==> config.mk <==
export PLATFORM = sky130hd
export DESIGN_NAME = rr_arbiter
export DESIGN_NICKNAME = d
export VERILOG_FILES = /design/src/rtl/rr_arbiter_pkg.sv /design/src/rtl/mask.sv /design/src/rtl/pri_lsb.sv /design/src/rtl/rr_arbiter.sv
export SDC_FILE = /design/constraint.sdc
export NUM_CORES = 1
export LEC_CHECK = 0
export CAP_MARGIN = 20
export CELL_PAD_IN_SITES_DETAIL_PLACEMENT = 1
export CELL_PAD_IN_SITES_GLOBAL_PLACEMENT = 1
export CORE_ASPECT_RATIO = 0.75
export CORE_MARGIN = 8
export CORE_UTILIZATION = 37
export CTS_CLUSTER_DIAMETER = 100
export DETAILED_ROUTE_END_ITERATION = 10
export PLACE_DENSITY = 0.81
export SYNTH_ARGS = -nofsm -noshare
export SYNTH_HDL_FRONTEND = slang
export SYNTH_HIERARCHICAL = 1
export SYNTH_SLANG_ARGS = --single-unit
==> constraint.sdc <==
create_clock -name clk -period 2.9 [get_ports clk]
set_input_delay 0.435 -clock clk [delete_from_list [all_inputs] [get_ports clk]]
set_output_delay 0.435 -clock clk [all_outputs]
set_load 0.05 [all_outputs]
==> src/rtl/rr_arbiter_pkg.sv <==
// Shared helpers for the round-robin arbiter slice.
// Holds the widest supported requester count and a one-hot to binary encoder
// that any block of this family can reuse on a zero-extended vector.
package rr_arbiter_pkg;

    localparam int MAX_W     = 64;
    localparam int MAX_W_ENC = 6;

    // OR together the indices of all set bits; exact for one-hot inputs,
    // zero for an all-zero input.
    function automatic logic [MAX_W_ENC-1:0] onehot_to_bin(input logic [MAX_W-1:0] v);
        logic [MAX_W_ENC-1:0] r;
        r = '0;
        for (int i = 0; i < MAX_W; i++) begin
            if (v[i]) begin
                r = r | i[MAX_W_ENC-1:0];
            end
        end
        return r;
    endfunction

endpackage

==> src/rtl/mask.sv <==
// One-hot to unary mask.
// TOWARDS_LSB=0 sets bits above the hot bit, TOWARDS_LSB=1 sets bits below it;
// INCLUSIVE additionally sets the hot bit itself. All-zero input gives zero.
module mask #(
    parameter int W           = 4,
    parameter bit TOWARDS_LSB = 1'b0,
    parameter bit INCLUSIVE   = 1'b0
) (
    input  logic [W-1:0] i_x,
    output logic [W-1:0] o_y
);

    // Sweep from the hot bit outwards, carrying a "seen" flag.
    always_comb begin
        logic seen;
        seen = 1'b0;
        o_y  = '0;
        if (!TOWARDS_LSB) begin
            for (int k = 0; k < W; k++) begin
                if (INCLUSIVE) seen = seen | i_x[k];
                o_y[k] = seen;
                if (!INCLUSIVE) seen = seen | i_x[k];
            end
        end else begin
            for (int k = W - 1; k >= 0; k--) begin
                if (INCLUSIVE) seen = seen | i_x[k];
                o_y[k] = seen;
                if (!INCLUSIVE) seen = seen | i_x[k];
            end
        end
    end

endmodule

==> src/rtl/pri_lsb.sv <==
// Lowest-set-bit priority picker.
// Produces the one-hot winner, its binary index and a valid flag.
module pri_lsb #(
    parameter int W     = 4,
    parameter int W_ENC = (W > 1) ? $clog2(W) : 1
) (
    input  logic [W-1:0]     i_req,
    output logic [W-1:0]     o_gnt,
    output logic [W_ENC-1:0] o_enc,
    output logic             o_vld
);

    // Scan from the MSB down so the last hit overwriting the result is the lowest.
    always_comb begin
        o_gnt = '0;
        o_enc = '0;
        for (int k = W - 1; k >= 0; k--) begin
            if (i_req[k]) begin
                o_gnt    = '0;
                o_gnt[k] = 1'b1;
                o_enc    = k[W_ENC-1:0];
            end
        end
    end

    assign o_vld = |i_req;

endmodule

==> src/rtl/rr_arbiter.sv <==
// Round-robin arbiter with a valid/ack grant handshake.
//
// Handshake: o_gnt_vld=1 presents a grant; the grant is accepted in any cycle
// where o_gnt_vld && i_ack at the rising edge. An unaccepted grant is held
// bit-identical until accepted. i_ack with no grant presented is ignored.
//
// Priority rotates in ascending index order starting just above the last
// accepted winner, wrapping from W-1 to 0. After an accepted held grant the
// next arbitration happens one cycle later.
module rr_arbiter
    import rr_arbiter_pkg::*;
#(
    parameter int W     = 4,
    parameter int W_ENC = (W > 1) ? $clog2(W) : 1
) (
    input  logic             clk,
    input  logic             rst,
    input  logic [W-1:0]     i_req,
    input  logic             i_ack,
    output logic [W-1:0]     o_gnt,
    output logic [W_ENC-1:0] o_gnt_enc,
    output logic             o_gnt_vld
);

    typedef enum logic {
        IDLE = 1'b0,
        HOLD = 1'b1
    } st_e;

    st_e              st_q;
    logic [W-1:0]     last_q;
    logic [W-1:0]     hold_q;

    logic [W-1:0]     mask_y;
    logic [W-1:0]     req_hi;
    logic [W-1:0]     hi_gnt;
    logic [W_ENC-1:0] hi_enc;
    logic             hi_vld;
    logic [W-1:0]     lo_gnt;
    logic [W_ENC-1:0] lo_enc;
    logic             lo_vld;
    logic [W_ENC-1:0] hold_enc;
    logic [MAX_W_ENC-1:0] hold_enc_full;

    // Bits strictly above the last winner form the higher-priority window.
    mask #(
        .W           (W),
        .TOWARDS_LSB (1'b0),
        .INCLUSIVE   (1'b0)
    ) u_mask (
        .i_x (last_q),
        .o_y (mask_y)
    );

    assign req_hi = i_req & mask_y;

    pri_lsb #(
        .W     (W),
        .W_ENC (W_ENC)
    ) u_pri_hi (
        .i_req (req_hi),
        .o_gnt (hi_gnt),
        .o_enc (hi_enc),
        .o_vld (hi_vld)
    );

    pri_lsb #(
        .W     (W),
        .W_ENC (W_ENC)
    ) u_pri_lo (
        .i_req (i_req),
        .o_gnt (lo_gnt),
        .o_enc (lo_enc),
        .o_vld (lo_vld)
    );

    assign hold_enc_full = onehot_to_bin(MAX_W'(hold_q));
    assign hold_enc      = hold_enc_full[W_ENC-1:0];

    // Output select: forced zero in reset, held grant in HOLD, else the live pick.
    always_comb begin
        o_gnt     = '0;
        o_gnt_enc = '0;
        if (rst) begin
            o_gnt     = '0;
            o_gnt_enc = '0;
        end else if (st_q == HOLD) begin
            o_gnt     = hold_q;
            o_gnt_enc = hold_enc;
        end else if (hi_vld) begin
            o_gnt     = hi_gnt;
            o_gnt_enc = hi_enc;
        end else if (lo_vld) begin
            o_gnt     = lo_gnt;
            o_gnt_enc = lo_enc;
        end
    end

    assign o_gnt_vld = |o_gnt;

    // Grant FSM: commit the pointer on accept, latch the grant when unaccepted.
    always_ff @(posedge clk) begin
        if (rst) begin
            st_q          <= IDLE;
            last_q        <= '0;
            last_q[W-1]   <= 1'b1;
            hold_q        <= '0;
        end else begin
            case (st_q)
                IDLE: begin
                    if (o_gnt_vld) begin
                        if (i_ack) begin
                            last_q <= o_gnt;
                        end else begin
                            hold_q <= o_gnt;
                            st_q   <= HOLD;
                        end
                    end
                end
                HOLD: begin
                    if (i_ack) begin
                        last_q <= hold_q;
                        hold_q <= '0;
                        st_q   <= IDLE;
                    end
                end
                default: st_q <= IDLE;
            endcase
        end
    end

`ifndef SYNTHESIS
    a_onehot: assert property (@(posedge clk) disable iff (rst) $onehot0(o_gnt));
    a_vld:    assert property (@(posedge clk) disable iff (rst) o_gnt_vld == (|o_gnt));
    a_stable: assert property (@(posedge clk) disable iff (rst)
                               (o_gnt_vld && !i_ack) |=> $stable(o_gnt));
    a_idle:   assert property (@(posedge clk) disable iff (rst)
                               (st_q == IDLE) |-> ((o_gnt & ~i_req) == '0));
    // A held requester must keep its request up until acknowledged.
    a_proto:  assert property (@(posedge clk) disable iff (rst)
                               (st_q == HOLD) |-> ((i_req & hold_q) != '0));
`endif

endmodule

==> out/results.tsv <==
stage	metric	value	unit
die	Die Area	4090	um2
routing	final wirelength	3.47	mm
critical_path	reg2reg setup slack	0.26	ns
hold_path	cell count of the worst hold path	2	
timing	Final Skew	0.00686	ns
hold_path	worst hold path startpoint	last_q[1]	
critical_path	crit-path leading delay family	simple AND/OR/NAND/NOR gates	
synthesis	Mapped Nets	128	
critical_path	kind of critical path	in -> out	
synthesis	Syn. warnings	6	
critical_path	Startpoint Class	input pin	
clocking	hold_buf cts	0	
die	Die Y	57.4	um
critical_path	CP Data Required Time	2.47	ns
power_and_ir_drop	Reg power frac	19.6	%
timing	slew margin rel.	50.8	%
status	failing checks	negative setup slack	
flow_run	max cap viols	0	
layout	Final Util	57.9	%
timing	RSZ-0062 raised after global routing	yes	
clocking	Clk Latency, worst-skew pair	0.28	ns
critical_path	end of the worst register-to-register path	hold_q[1]	
clocking	CTS buffer count	3	
place	GP Congestion	0.842	
power_and_ir_drop	sw power	359	uW
layout	post-route insts no fill	174	
die	Starting Density	37.9	%
routing	drt pass-1 iters	4	
place	Placed Area	1150	um2
place	PortBufs	13	
timing	worst-margin pin slew	0.719	ns
hold_path	Hold Path Sink	last_q[1]	
routing	wire per inst	19.9	um
critical_path	worst reg2reg path depth	12	
global_routing	GRT met2 Usage	26.6	%
global_routing	largest net degree at the start of global routing	15	
global_routing	met3 usage	5.94	%
power_and_ir_drop	Peak VDD IR	0.000307	V
critical_path	crit-path cells	clkdlybuf4s50_1 > and2_4 > or4_4 > nand3b_1 > and2_4 > a21o_1 > a31oi_4 > buf_12	
critical_path	Crit. End Element	output pin	
global_routing	Total GRT Usage	17.6	%
timing	final hold vios	0	
global_routing	initial antenna violation count	0	
timing	worst hold margin	0.517	ns
status	status	finished, violations left	
synthesis	Syn Area/Cell	6.99	um2
clocking	CTS clock-pin slew for the worst setup and hold paths	0.06	ns
critical_path	slowest CP cell	or4_4	
global_routing	Global Route met1 Usage	21.8	%
die	width of the die	71.2	um
clocking	H-tree depth	1	
die	# IOs	14	
synthesis	Mapped Cells	121	
clocking	clock buffer depth	2	
timing	crit share post-route	102	%
power_and_ir_drop	Comb power frac	67.4	%
synthesis	mapped cell area	846	um2
timing	Final Setup Violations	3	
die	# rows	15	
layout	Final Cell Area	1290	um2
die	core area	2230	um2
routing	Antenna Nets Post-Route	0	
power_and_ir_drop	total chip power	781	uW
place	hpwl dp	2.33	mm
power_and_ir_drop	Clk pwr share	13.0	%
place	dpl cells	165	
layout	fin nets	158	
timing	fmax	0.339	GHz
global_routing	vias in the first global route	1022	
critical_path	most frequent CP cell	and2_4	
routing	via count	1021	
routing	drc violations	0	
layout	share of cells above drive strength 1	38.3	%
place	pre-CTS setup slack	-0.142	ns
layout	ant diodes	0	
critical_path	worst path arrival time	2.52	ns
hold_path	worst hold path class	reg -> reg	
clocking	Root Buffer Master	clkbuf_4	
power_and_ir_drop	switching fraction of total power	46.0	%
timing	Final Worst Setup Slack	-0.0529	ns
layout	P&R area growth vs syn	53.0	%
global_routing	grt ovf	0	
routing	initial drt markers	72	
timing	total negative slack	-0.0957	ns
power_and_ir_drop	Power Density	603	nW/um2
global_routing	GRT busiest layer	met2	
critical_path	WP buf/inv	2	
critical_path	CP max FO	5	
clocking	CTS tree	yes	
timing	crit path time final	2.95	ns
clocking	clk sinks	8	
routing	post-DR vias/cell	5.87	
critical_path	worst flop-to-flop path startpoint	last_q[1]	
power_and_ir_drop	Pleak	0.511	nW
timing	Max Slew Vio Count	0	
power_and_ir_drop	internal power	421	uW
global_routing	first-pass GRT wire length	5.42	mm
critical_path	slowest cell delay on critical path	0.51	ns
layout by cell type (no fill, tap or decap), drive strengths merged:
| master | n |
|---|---|
| a211oi | 3 |
| nand3 | 3 |
| nand2 | 7 |
| clkbuf | 4 |
| nor2b | 10 |
| dlymetal6s2s | 1 |
| inv | 6 |
| clkdlybuf4s50 | 5 |
| a2bb2oi | 2 |
| o21ai | 5 |
| o21a | 1 |
| nor2 | 13 |
| nand2b | 3 |
| a21oi | 13 |
| a32oi | 1 |
| dfxtp | 8 |
| and2 | 6 |
| or4 | 2 |
| buf | 28 |
| nor3b | 2 |
| a2111oi | 3 |
| o41ai | 3 |
| nor4b | 2 |
| a31oi | 3 |
| nor3 | 5 |
| nand4b | 1 |
| or3 | 1 |
| a21o | 1 |
| conb | 1 |
| nand3b | 4 |
| or2 | 2 |
area by class of cell:
class                   instances  area, um2
fillers                       280        940
flip-flops and latches          8        161
inverters                       6       22.5
clock buffers                   3       22.5
multi-input cells              97        679
repair buffers                 35        377
well taps                      25       31.3
power groups by stage:
stage | combinational [mW] | clock, mW | sequential (mW)
after floorplan | 0.280 | 0 | 0.142
after global placement | 0.427 | 0 | 0.152
after detailed placement | 0.443 | 0 | 0.153
after CTS | 0.481 | 0.0953 | 0.151
after global routing | 0.557 | 0.107 | 0.157
final | 0.526 | 0.101 | 0.153
how the worst max path moves through the flow:
stage / from / endpoint / slack [ns] / cells after the start
after detailed placement: i_req[3] / o_gnt_vld / -0.14 / 8
after floorplan: last_q[1] / o_gnt_vld / -0.16 / 8
after global routing: last_q[1] / o_gnt_vld / -0.11 / 8
after global placement: i_req[1] / o_gnt_vld / -0.1 / 8
after CTS: i_req[2] / o_gnt_vld / -0.02 / 9
final: i_req[2] / o_gnt_vld / -0.05 / 8
per-layer routing:
layer	vias up	wire length [um]
met5	-	0
met4	0	89
li1	486	-
met3	7	167
met2	23	1690
met1	505	1520
repair_timing:
item | 4_1_cts | 5_1_grt
setup buffers | 3 | 3
gates resized for setup | 8 | 13
pin swaps | 3 | 9
setup endpoints to repair | 7 | 7
sequential cells by signal (all words and copies together), names as in the netlist:
signal  flops
last_q      3
st_q        1
hold_q      4
worst min-delay path: cells and delay by family (launching register included):
kind                   cells  cell delay [ns]
buffers and inverters      1             0.08
flip-flops                 1             0.32
AO/OA/AOI/OAI              1             0.08
No activity file was read; power rests on OpenSTA's default activity.
==> edit 1 (same flow settings) <==
Make the reset (`rst`) asynchronous in one clocked block.
--- a/src/rtl/rr_arbiter.sv
+++ b/src/rtl/rr_arbiter.sv
@@ -100,5 +100,5 @@
 
     // Grant FSM: commit the pointer on accept, latch the grant when unaccepted.
-    always_ff @(posedge clk) begin
+    always_ff @(posedge clk or posedge rst) begin
         if (rst) begin
             st_q          <= IDLE;
Function: same outputs for any inputs over 10 cycles, from zero or initial values and one cycle with rst high; that may be too few to reach the edited logic, so the function may still have changed.
==> edit 1 against the original RTL <==
The run still ends with negative setup slack left. Design area up 14%. Synthesized cell count decreased by 11%. Worst setup slack worse by 0.16 ns. Critical path depth is the same. Synthesized area up 2.8%. Utilization up 7.2 points. Sequential share of layout area rose by 1.1 points. Sequential cell count is the same. Critical path type is now flip-flop to output pin. Register-to-register slack lost 0.27 ns. Routed wire length grew 14%. Cell count up 4.6%. Critical endpoint unchanged. Global-route usage increased by 0.31 points.
Power is not compared: it rests on default switching activity, and its combinational part moved more than twofold at a synthesized area within 25%.
==> edit 1: results (changes against the original RTL) <==
Hold Path Origin: last_q[2]
Layout cell share with drive strength beyond 1: 48.6% (+10 points)
Initial antenna violation count: 0 (unchanged)
Port Buffers: 13 (unchanged)
# fillers: 248 (-11%)
Fin worst setup slack: -0.210 ns (-0.157 ns)
Failing checks: negative setup slack
Grt met3 use: 4.48% (-1.5 points)
Overall routing resource usage: 17.9% (+0.31 points)
Fin Hold WS: 0.586 ns (+0.0689 ns)
Placed Cells: 170 (+3.0%)
Fin nets: 157 (-0.63%)
Worst hold endpoint: last_q[2]
Outcome: finished with violations
First-pass GRT wire length: 5730 um (+5.7%)
Worst r2r path cells: 11 (-1)
R2R setup slack: -0.01 ns (-0.27 ns)
DP Worst Slack: -0.163 ns (-0.0209 ns)
Syn nets: 115 (-10%)
Final setup violation count: 7 (+4)
Leading registers by flop count: hold_q: 4 flops, last_q: 3 flops, st_q: 1 flops
Starting DRT DRC Count: 66 (-8.3%)
GR Util met1: 20.4% (-1.4 points)
DP Wirelength: 2310 um (-0.57%)
Vias: 1072 (+5.0%)
Pin count of the biggest net entering global routing: 15 (unchanged)
Mean area per synthesized cell: 8.05 sq um (+15%)
CP max FO: 7 (+2)
Router iterations before antenna repair: 4 (unchanged)
Clk_skew: 0.0125 ns (+0.00567 ns)
Met2 usage: 30.6% (+3.9 points)
Gp weighted congestion: 0.962 (+14%)
Reg2Reg Launch Point: last_q[1]
Slew HR: 53.8% (+3.0 points)
Wire per inst: 21.8 um (+9.4%)
Worst r2r dst: last_q[1]
CP Data Arrival Time: 2.68 ns (+0.16 ns)
Critical path type: flip-flop to output pin
Post-Route WL: 3970 um (+14%)
Clk buf depth: 2 (unchanged)
## edit 1: metal layers
layer | wire (um) | share of wire, %
met3 | 313 | 7.9
met4 | 129 | 3.3
met2 | 1950 | 49
met5 | 0 | 0
met1 | 1570 | 40
## edit 1: per-stage QoR
step           TNS, ns  area, sq um  power [uW]
3_5_place_dp    -0.770         1270        1180
2_1_floorplan  -0.0160          905         774
3_3_place_gp    -0.468         1270        1140
4_1_cts         -0.461         1420        1390
5_1_grt         -0.894         1480        1580
6_report        -0.672         1480        1510
## edit 1: repair_timing
| action | CTS | global route |
|---|---|---|
| endpoints found under the hold margin | 0 | 0 |
| setup endpoints to repair | 7 | 13 |
| setup buffers | 7 | 7 |
| pin swaps | 6 | 11 |
| gates resized for setup | 20 | 10 |
## edit 1: worst max-delay path: stages, from the launching register on
cell	delay, ns
dfrtp_1	0.41
or3_1	0.39
and2_4	0.15
or4_4	0.47
buf_6	0.15
nand3b_1	0.18
a211oi_2	0.31
or3_4	0.21
buf_12	0.13
## edit 1: cell type report
type | count | area, sq um | area share, %
Multi-Input combinational cell | 84 | 717 | 48.5
Tap cell | 34 | 42.5 | 2.88
Clock buffer | 3 | 22.5 | 1.52
Sequential cell | 8 | 200 | 13.5
Timing Repair Buffer | 46 | 470 | 31.8
Inverter | 7 | 26.3 | 1.78
## edit 1: power groups by stage
stage | logic, uW | clock network [uW] | registers, uW
3_5_place_dp | 958 | 0 | 217
3_3_place_gp | 927 | 0 | 214
5_1_grt | 1240 | 102 | 240
2_1_floorplan | 584 | 0 | 191
4_1_cts | 1070 | 96.3 | 221
6_report | 1180 | 96.8 | 236
## edit 1: worst max path at each step
stage / to
6_report: o_gnt_vld
5_1_grt: o_gnt_vld
4_1_cts: o_gnt_vld
3_5_place_dp: o_gnt[2]
3_3_place_gp: o_gnt_vld
2_1_floorplan: o_gnt[3]
==> edit 2 (same flow settings) <==
Made on the original files. `INCLUSIVE` is set to 1'b0 in 2 places; all go to 1'b1.
--- a/src/rtl/mask.sv
+++ b/src/rtl/mask.sv
@@ -5,5 +5,5 @@
     parameter int W           = 4,
     parameter bit TOWARDS_LSB = 1'b0,
-    parameter bit INCLUSIVE   = 1'b0
+    parameter bit INCLUSIVE   = 1'b1
 ) (
     input  logic [W-1:0] i_x,
--- a/src/rtl/rr_arbiter.sv
+++ b/src/rtl/rr_arbiter.sv
@@ -47,5 +47,5 @@
         .W           (W),
         .TOWARDS_LSB (1'b0),
-        .INCLUSIVE   (1'b0)
+        .INCLUSIVE   (1'b1)
     ) u_mask (
         .i_x (last_q),
Function: changed (Yosys sat finds a counterexample within 4 cycles, from zero or initial values and one cycle with rst high).
==> edit 2 against the original RTL <==
Synthesized area is 4.6% higher. Clock skew is 0.0040 ns lower. Power is 64% higher. Synthesized cell count is 2.5% higher. Design area is 14% higher. Largest power group unchanged. Utilization is 6.2 points higher. The flow still finishes with violations (negative setup slack). Hold slack better by 0.018 ns. Sequential share of layout area hardly changed. First-iteration DRC count is 15% higher. Non-clock buffer count is 7 higher. Critical endpoint unchanged. Register-to-register slack worse by 0.40 ns. Sequential cell count is 1 higher. Worst setup slack worse by 0.16 ns. Routed wire length is 15% higher.
==> edit 2: results (changes against the original RTL) <==
Vias: 1119 (+9.6%)
Synth Area in Compound Gates: 30.8%
GRT overflow: 0 (unchanged)
Root buffer cell: clkbuf_4
Post-synth top flop: dfxtp_1
Pin count of the biggest net entering global routing: 24 (+9)
Layout cell share with drive strength beyond 1: 44.7% (+6.5 points)
Post-place instance area: 1280 sq um (+11%)
# fillers: 276 (-1.4%)
CTS HTree Levels: 1 (unchanged)
Clk_skew: 0.00288 ns (-0.00398 ns)
Adder-Cell Fraction of Synth Area: 0%
Overall routing resource usage: 18.6% (+0.98 points)
CP Data Arrival Time: 2.68 ns (+0.16 ns)
Peak supply drop: 0.407 mV (+33%)
Final setup violation count: 13 (+10)
Fin worst setup slack: -0.214 ns (-0.161 ns)
Leak: 0.000573 uW (+12%)
Worst path slowest cell: or4_4
DP Wirelength: 2610 um (+12%)
First-pass GRT wire length: 6080 um (+12%)
Top post-synthesis cells by area: dfxtp_1, a21oi_1, nor2b_1, nor2_1, o41ai_2
Slew HR: 54.4% (+3.6 points)
Router iterations before antenna repair: 4 (unchanged)
Clk Latency, worst-skew pair: 0.26 ns (-0.02 ns)
CP max FO: 6 (+1)
Gp weighted congestion: 0.939 (+12%)
Starting DRT DRC Count: 83 (+15%)
Wire per inst: 20.4 um (+2.4%)
Hold Crit Class: flip-flop to flip-flop
Syn nets: 131 (+2.3%)
Port Buffers: 13 (unchanged)
Asr flop ratio synth: 0%
Multiplexer share of the synthesized area: 0%
Outcome: finished with violations
DP Worst Slack: -0.122 ns (+0.0192 ns)
Failing checks: negative setup slack
Yosys warnings: 6 (unchanged)
Fin nets: 169 (+7.0%)
Post-synth top cells: a21oi_1, nor2_1, nor2b_1
Leading registers by flop count: hold_q: 4 flops, last_q: 4 flops, st_q: 1 flops
Antenna-violating nets left: 0 (unchanged)
Post-synthesis xor/xnor area fraction: 0%
Vias in the first global route: 1178 (+15%)
Max incr delay on CP: 0.54 ns (+0.03 ns)
Sequential area share after synthesis: 20.4%
Initial antenna violation count: 0 (unchanged)
Family with the most delay on the worst path: simple AND/OR/NAND/NOR gates
Worst-path clk slew: 0.06 ns (about the same)
Antenna diodes: 0 (unchanged)
TritonCTS Buffers: 3 (unchanged)
Count of different cell masters after synthesis: 34
## edit 2: area by class of cell
cell class | count | area (sq um) | area share [%]
Timing Repair Buffer | 42 | 437 | 29.7
Multi-Input combinational cell | 100 | 758 | 51.6
Tap cell | 34 | 42.5 | 2.90
Sequential cell | 9 | 183 | 12.4
Inverter | 6 | 22.5 | 1.53
Clock buffer | 4 | 26.3 | 1.79
## edit 2: repair_timing
item,CTS,global route
pin swaps,8,7
gates resized for setup,19,10
setup endpoints to repair,7,14
setup buffers,6,3
hold endpoints to repair,0,0
## edit 2: cell families (layout without fill, tap and decap cells)
group | count (synthesis) | after routing
simple gates | 63 | 63
compound gates | 37 | 37
buf+inv | 15 | 52
flops | 9 | 9
## edit 2: final timing paths
kind                            startpoint   endpoint  slack, ns  cells past startpoint
worst min-delay path             last_q[3]  last_q[3]       0.53                      1
worst max-delay path             last_q[1]  o_gnt_vld      -0.21                      8
worst min register to register   last_q[3]  last_q[3]       0.53                      1
worst max register to register   last_q[1]  last_q[0]      -0.14                     11
## edit 2: where the power goes
part	switching (uW)	internal, uW
Clock	44.7	53.1
Combinational	503	476
Sequential	44.3	156
## edit 2: layer usage
layer / routed length, um / up-vias / part of all wire, % / global-route usage, %
met4: 182 / 0 / 4.6 / 9.09
met2: 1950 / 33 / 49 / 33.1
met5: 0 / - / 0 / 0
met1: 1740 / 544 / 44 / 21.9
met3: 103 / 17 / 2.6 / 1.53
li1: - / 525 / - / -
## edit 2: per-stage QoR
step,setup TNS [ns],instances
final,-1.37,195
after global routing,-2.40,195
after detailed placement,-0.299,182
after global placement,-0.0377,182
after floorplan,-0.0559,124
after CTS,-0.472,192
